File: config.mk
export PLATFORM = sky130hd
export DESIGN_NAME = vga_timing_color_ctrl
export DESIGN_NICKNAME = d
export VERILOG_FILES = /design/src/rtl/vga_pkg.sv /design/src/rtl/vga_tick_gen.sv /design/src/rtl/vga_timing_color_ctrl.sv
export SDC_FILE = /design/constraint.sdc
export NUM_CORES = 1
export LEC_CHECK = 0
export BUFFER_PORTS_ARGS = -buffer_cell sky130_fd_sc_hd__buf_4
export CORE_MARGIN = 5
export CORE_UTILIZATION = 61
export CTS_BUF_LIST = sky130_fd_sc_hd__clkbuf_4
export CTS_CLUSTER_SIZE = 12
export DETAILED_ROUTE_END_ITERATION = 8
export HOLD_SLACK_MARGIN = 0.12
export PLACE_DENSITY = 0.87
export SLEW_MARGIN = 5
export SYNTH_ARGS = -nofsm -noshare
export SYNTH_HDL_FRONTEND = slang
export SYNTH_SLANG_ARGS = --single-unit
export TNS_END_PERCENT = 1
File: constraint.sdc
create_clock -name clk -period 4.3 [get_ports clk]
set_input_delay 0.645 -clock clk [delete_from_list [all_inputs] [get_ports clk]]
set_output_delay 0.645 -clock clk [all_outputs]
set_load 0.03 [all_outputs]
File: src/rtl/vga_pkg.sv
// Shared VGA 640x480@60 Hz timing constants and coordinate helpers.
package vga_pkg;

  localparam int COORD_W = 10;
  typedef logic [COORD_W-1:0] coord_t;

  localparam int H_VIS = 640;
  localparam int H_FP  = 16;
  localparam int H_SW  = 96;
  localparam int H_BP  = 48;
  localparam int V_VIS = 480;
  localparam int V_FP  = 10;
  localparam int V_SW  = 2;
  localparam int V_BP  = 33;

  localparam int H_TOTAL      = H_VIS + H_FP + H_SW + H_BP;
  localparam int V_TOTAL      = V_VIS + V_FP + V_SW + V_BP;
  localparam int H_SYNC_START = H_VIS + H_FP;
  localparam int H_SYNC_END   = H_SYNC_START + H_SW;
  localparam int V_SYNC_START = V_VIS + V_FP;
  localparam int V_SYNC_END   = V_SYNC_START + V_SW;

  // Half-open window test used by the sync decoders: lo <= v < hi.
  function automatic logic in_range(input coord_t v, input coord_t lo, input coord_t hi);
    return (v >= lo) && (v < hi);
  endfunction

endpackage

File: src/rtl/vga_tick_gen.sv
// Pixel-clock divider: o_tick_en is the combinational last-count strobe,
// o_tick is its registered one-clock pulse.
module vga_tick_gen #(
  parameter int DIV = 4
) (
  input  logic i_clk,
  input  logic i_rst_n,
  output logic o_tick_en,
  output logic o_tick
);

  localparam logic [3:0] DIV_LAST = 4'(DIV - 1);

  if ((DIV < 2) || (DIV > 16)) begin : g_div_range_err
    $error("vga_tick_gen: DIV must be in 2..16");
  end

  logic [3:0] r_div;
  logic       r_tick;
  logic       w_tick_en;

  assign w_tick_en = (r_div == DIV_LAST);
  assign o_tick_en = w_tick_en;
  assign o_tick    = r_tick;

  // Free-running divider and registered tick.
  always_ff @(posedge i_clk or negedge i_rst_n) begin
    if (!i_rst_n) begin
      r_div  <= 4'd0;
      r_tick <= 1'b0;
    end else begin
      r_tick <= w_tick_en;
      r_div  <= w_tick_en ? 4'd0 : (r_div + 4'd1);
    end
  end

endmodule

File: src/rtl/vga_timing_color_ctrl.sv
// VGA timing generator plus colour-switch synchroniser whose committed
// colour only changes on entry to vertical blanking.
module vga_timing_color_ctrl
  import vga_pkg::*;
#(
  parameter int DIV   = 4,
  parameter int H_VIS = vga_pkg::H_VIS,
  parameter int H_FP  = vga_pkg::H_FP,
  parameter int H_SW  = vga_pkg::H_SW,
  parameter int H_BP  = vga_pkg::H_BP,
  parameter int V_VIS = vga_pkg::V_VIS,
  parameter int V_FP  = vga_pkg::V_FP,
  parameter int V_SW  = vga_pkg::V_SW,
  parameter int V_BP  = vga_pkg::V_BP
) (
  input  logic       clk,
  input  logic       reset_n,
  input  logic       BotonR,
  input  logic       BotonG,
  input  logic       BotonB,
  output logic       PIX_TICK,
  output logic [9:0] PIX_X,
  output logic [9:0] PIX_Y,
  output logic       H_ON,
  output logic       V_ON,
  output logic       H_SYNC,
  output logic       V_SYNC,
  output logic       FRAME_END,
  output logic       COLOR_R,
  output logic       COLOR_G,
  output logic       COLOR_B
);

  localparam int H_TOT = H_VIS + H_FP + H_SW + H_BP;
  localparam int V_TOT = V_VIS + V_FP + V_SW + V_BP;

  localparam coord_t X_LAST   = coord_t'(H_TOT - 1);
  localparam coord_t Y_LAST   = coord_t'(V_TOT - 1);
  localparam coord_t Y_COMMIT = coord_t'(V_VIS - 1);
  localparam coord_t H_VIS_C  = coord_t'(H_VIS);
  localparam coord_t V_VIS_C  = coord_t'(V_VIS);
  localparam coord_t HS_START = coord_t'(H_VIS + H_FP);
  localparam coord_t HS_END   = coord_t'(H_VIS + H_FP + H_SW);
  localparam coord_t VS_START = coord_t'(V_VIS + V_FP);
  localparam coord_t VS_END   = coord_t'(V_VIS + V_FP + V_SW);

  if (H_TOT > 1024) begin : g_h_total_err
    $error("vga_timing_color_ctrl: H_TOTAL exceeds 10-bit counter range");
  end
  if (V_TOT > 1024) begin : g_v_total_err
    $error("vga_timing_color_ctrl: V_TOTAL exceeds 10-bit counter range");
  end

  logic       w_tick_en;
  logic       w_commit;
  coord_t     w_x_next;
  coord_t     w_y_next;
  coord_t     r_x;
  coord_t     r_y;
  logic       r_h_on;
  logic       r_v_on;
  logic       r_h_sync;
  logic       r_v_sync;
  logic       r_frame_end;
  logic [2:0] r_sync1;
  logic [2:0] r_sync2;
  logic [2:0] r_color;

  vga_tick_gen #(.DIV(DIV)) u_tick_gen (
    .i_clk     (clk),
    .i_rst_n   (reset_n),
    .o_tick_en (w_tick_en),
    .o_tick    (PIX_TICK)
  );

  // Next-state raster position; advances only on the divider's last count.
  always_comb begin
    w_x_next = r_x;
    w_y_next = r_y;
    if (w_tick_en) begin
      if (r_x == X_LAST) begin
        w_x_next = 10'd0;
        if (r_y == Y_LAST) begin
          w_y_next = 10'd0;
        end else begin
          w_y_next = r_y + 10'd1;
        end
      end else begin
        w_x_next = r_x + 10'd1;
      end
    end else begin
      w_x_next = r_x;
      w_y_next = r_y;
    end
  end

  // Commit lands on the edge that moves the raster onto the first blanking line.
  assign w_commit = w_tick_en && (r_x == X_LAST) && (r_y == Y_COMMIT);

  // Counters, decode from next-state (zero skew), synchroniser and colour hold.
  always_ff @(posedge clk or negedge reset_n) begin
    if (!reset_n) begin
      r_x         <= 10'd0;
      r_y         <= 10'd0;
      r_h_on      <= 1'b1;
      r_v_on      <= 1'b1;
      r_h_sync    <= 1'b1;
      r_v_sync    <= 1'b1;
      r_frame_end <= 1'b0;
      r_sync1     <= 3'b000;
      r_sync2     <= 3'b000;
      r_color     <= 3'b000;
    end else begin
      r_x         <= w_x_next;
      r_y         <= w_y_next;
      r_h_on      <= (w_x_next < H_VIS_C);
      r_v_on      <= (w_y_next < V_VIS_C);
      r_h_sync    <= !in_range(w_x_next, HS_START, HS_END);
      r_v_sync    <= !in_range(w_y_next, VS_START, VS_END);
      r_frame_end <= w_commit;
      r_sync1     <= {BotonR, BotonG, BotonB};
      r_sync2     <= r_sync1;
      r_color     <= w_commit ? r_sync2 : r_color;
    end
  end

  assign PIX_X     = r_x;
  assign PIX_Y     = r_y;
  assign H_ON      = r_h_on;
  assign V_ON      = r_v_on;
  assign H_SYNC    = r_h_sync;
  assign V_SYNC    = r_v_sync;
  assign FRAME_END = r_frame_end;
  assign COLOR_R   = r_color[2];
  assign COLOR_G   = r_color[1];
  assign COLOR_B   = r_color[0];

endmodule

==> results.cfg <==
[clock_network]
clk_latency_ns = 0.35
cts_buffers = 5
htree_levels = 2
clk_pin_slew_ns = 0.11
cts_buffer_depth = 2
cts_hold_buf = 0
cts_sinks = 39
cts_resized = 0
cts_tree = yes
cts-root-buf = clkbuf_4
cts_post_setup_buffers_inserted = 0

[critical_path]
r2r_slack_ns = 1.97
timing.rr.start = u_tick_gen.r_div[0]$_DFF_PN0_
cp.required_ns = 4.58
cp.arrival_ns = 2.61
crit_path_end_kind = flip-flop
cp_max_fo = 10
critical_path_class = flip-flop to flip-flop
ff2ff_path_depth = 8
critPathLaunchType = flip-flop
rr_endpoint = V_SYNC$_DFF_PN1_

[place]
dp_hpwl_mm = 3.02
port_buffers = 33
finalWeightedCongestion = 0.985
dp_slack_ns = 2.00

[logic_synthesis]
synth-xor-area-share = 0.0529
synthSimpleGateAreaFrac = 0.240
avgSynthCellArea_um2 = 11.0
synth_fa_ha_area_frac = 0.0275
ys_async_sr_fraction = 1.00
synth_compound_area_frac = 0.0865
syn-cell-area_um2 = 1820
synthFlopType = dfrtp_1
synth_top_family_by_area = simple AND/OR/NAND/NOR gates
muxShareOfSynthArea = 0.0247
synth-edff-count = 0
syn-num-nets = 174
netlist_instances = 165
ys_seq_area_frac = 0.538
ys_warn_count = 0
synth_seq_cells = 39
synth_cell_types = 47

[timing]
worstMarginPinSlew_ns = 0.468
min_period_over_period = 0.542
hold_viol_final = 0
setup_slack_ns = 1.97
relSlewSlack = 0.686
setup_viol = 0
rsz0062_at_grt = no
skew_ns = 0.0156
fmax_mhz = 429
period_needed_ns = 2.33
drv_slew = 0
finalSetupTns_ns = 0

[pwr]
powerDensity_nw_per_um2 = 261
peakVddDrop_uv = 207
power.leakage_nw = 0.989
finalPower_mw = 0.559

[detailed_routing]
firstDrtPassIters = 4
postRouteAntennaNets = 0
totalWireLength_mm = 4.01
wl_met1_mm = 1.67
drc = 0
wl_per_cell_um = 17.1
via_count = 1393
wl_met2_mm = 1.96
avgViaCountPerCell = 5.93
drtIter0Drc = 88
top_layer = met4
met3_length_um = 300

[floorplanning]
die_x_um = 64.7
fp.dieH_um = 64.7
io_pins = 34
die_area_um2 = 4180
coreArea_um2 = 2810
initial_core_util = 0.649
rows = 19

[run_status]
status = completed

[cells_and_area]
multiInputGateArea_um2 = 786
drive_above_1_share = 0.304
areaGrowthSynthToFinish_pct = 17.8
antenna_cells = 0
n_fill_cell = 214
finalNetCount = 212
final_cell_mix = 35 x dfrtp_1, 33 x buf_4, 20 x nand2_1
final_common_cell = dfrtp_1
seq_area_um2 = 981

[run]
drv_cap = 0

[global_route]
antenna_found_initial = 0
grt_pass1_vias = 1470
grtUsageTotal = 0.218
gr-total-overflow = 0
grt_pass1_wl_mm = 7.07
grt_max_degree = 40

[worst_hold_path]
min_path_type = input pin to async pin
cell families (layout without fill, tap and decap cells):
group,count (synthesis),after routing
xor gates and xnor gates,11,11
adders and majority gates,4,4
and+or+nand+nor,72,72
buffers and inverters,11,50
AOI/OAI and AO/OA,24,24
DFF,39,39
muxes,4,4
synthesized netlist by cell type, types with 3 or more instances:
master    n  area [um2]
a21oi_1   4        20.0
and3_1    3        18.8
dfrtp_1  35         876
dfstp_2   4         105
ha_1      4        50.1
inv_1     8        30.0
mux2_2    4        45.0
nand2_1  20        75.1
nand3_1   9        45.0
nand4_1   4        25.0
nor2_1    9        33.8
nor3_1    4        20.0
nor4_1    3        18.8
o21ai_0   9        45.0
xnor2_1   9        78.8
sequential cells by signal, indices dropped and copies added (netlist names):
register and flops:
FRAME_END 1, u_tick_gen.r_div 4, PIX_X 10, PIX_Y 10
r_sync2 3, H_SYNC 1, V_SYNC 1, r_color 3
r_sync1 3, u_tick_gen.o_tick 1, V_ON 1, H_ON 1
power by group:
| group | internal, mW | leakage (nW) | switching [mW] |
|---|---|---|---|
| Combinational | 0.00232 | 0.453 | 0.00670 |
| Clock | 0.0677 | 0.0331 | 0.112 |
| Sequential | 0.370 | 0.503 | 0.000751 |
| Total | 0.440 | 0.989 | 0.119 |
metal layers:
layer | vias up | GRT usage
met4 | 0 | 0.106
met2 | 63 | 0.347
met5 | - | 0
li1 | 658 | -
met1 | 664 | 0.279
met3 | 8 | 0.0570
metrics by stage:
stage / cell area (um2) / hold slack (ns) / util / instances
2_1_floorplan: 1820 / 0.331 / - / 165
3_3_place_gp: 2090 / 0.336 / 0.746 / 227
3_5_place_dp: 2090 / 0.336 / 0.746 / 227
4_1_cts: 2150 / 0.235 / 0.765 / 235
5_1_grt: 2150 / 0.261 / 0.765 / 235
6_report: 2150 / 0.237 / 0.765 / 235
cell type report:
cell class,instances,area share
sequential,39,0.457
multi-input combinational,115,0.366
timing repair buffer,33,0.115
clock buffer,6,0.0210
inverter,9,0.0181
tap,31,0.0181
clock inverter,2,0.00408
critical path, cell delays in order (launching register included):
cell	delay, ns
dfrtp_1	0.40
ha_1	0.19
or3b_4	0.43
inv_6	0.11
and4_1	0.43
o21ai_0	0.20
o2bb2ai_1	0.21
nor3b_2	0.18
nand3_1	0.10
worst max-delay path by stage:
| stage | depth (start not counted) | start | endpoint | slack (ns) |
|---|---|---|---|---|
| 2_1_floorplan | 7 | PIX_X[0]$_DFF_PN0_ | V_SYNC$_DFF_PN1_ | 2.23 |
| 3_3_place_gp | 8 | u_tick_gen.r_div[0]$_DFF_PN0_ | V_SYNC$_DFF_PN1_ | 2.12 |
| 3_5_place_dp | 8 | u_tick_gen.r_div[0]$_DFF_PN0_ | V_SYNC$_DFF_PN1_ | 2.00 |
| 4_1_cts | 8 | u_tick_gen.r_div[0]$_DFF_PN0_ | V_SYNC$_DFF_PN1_ | 1.97 |
| 5_1_grt | 8 | u_tick_gen.r_div[0]$_DFF_PN0_ | V_SYNC$_DFF_PN1_ | 1.79 |
| 6_report | 8 | u_tick_gen.r_div[0]$_DFF_PN0_ | V_SYNC$_DFF_PN1_ | 1.97 |
(Power assumes the default switching activity.)
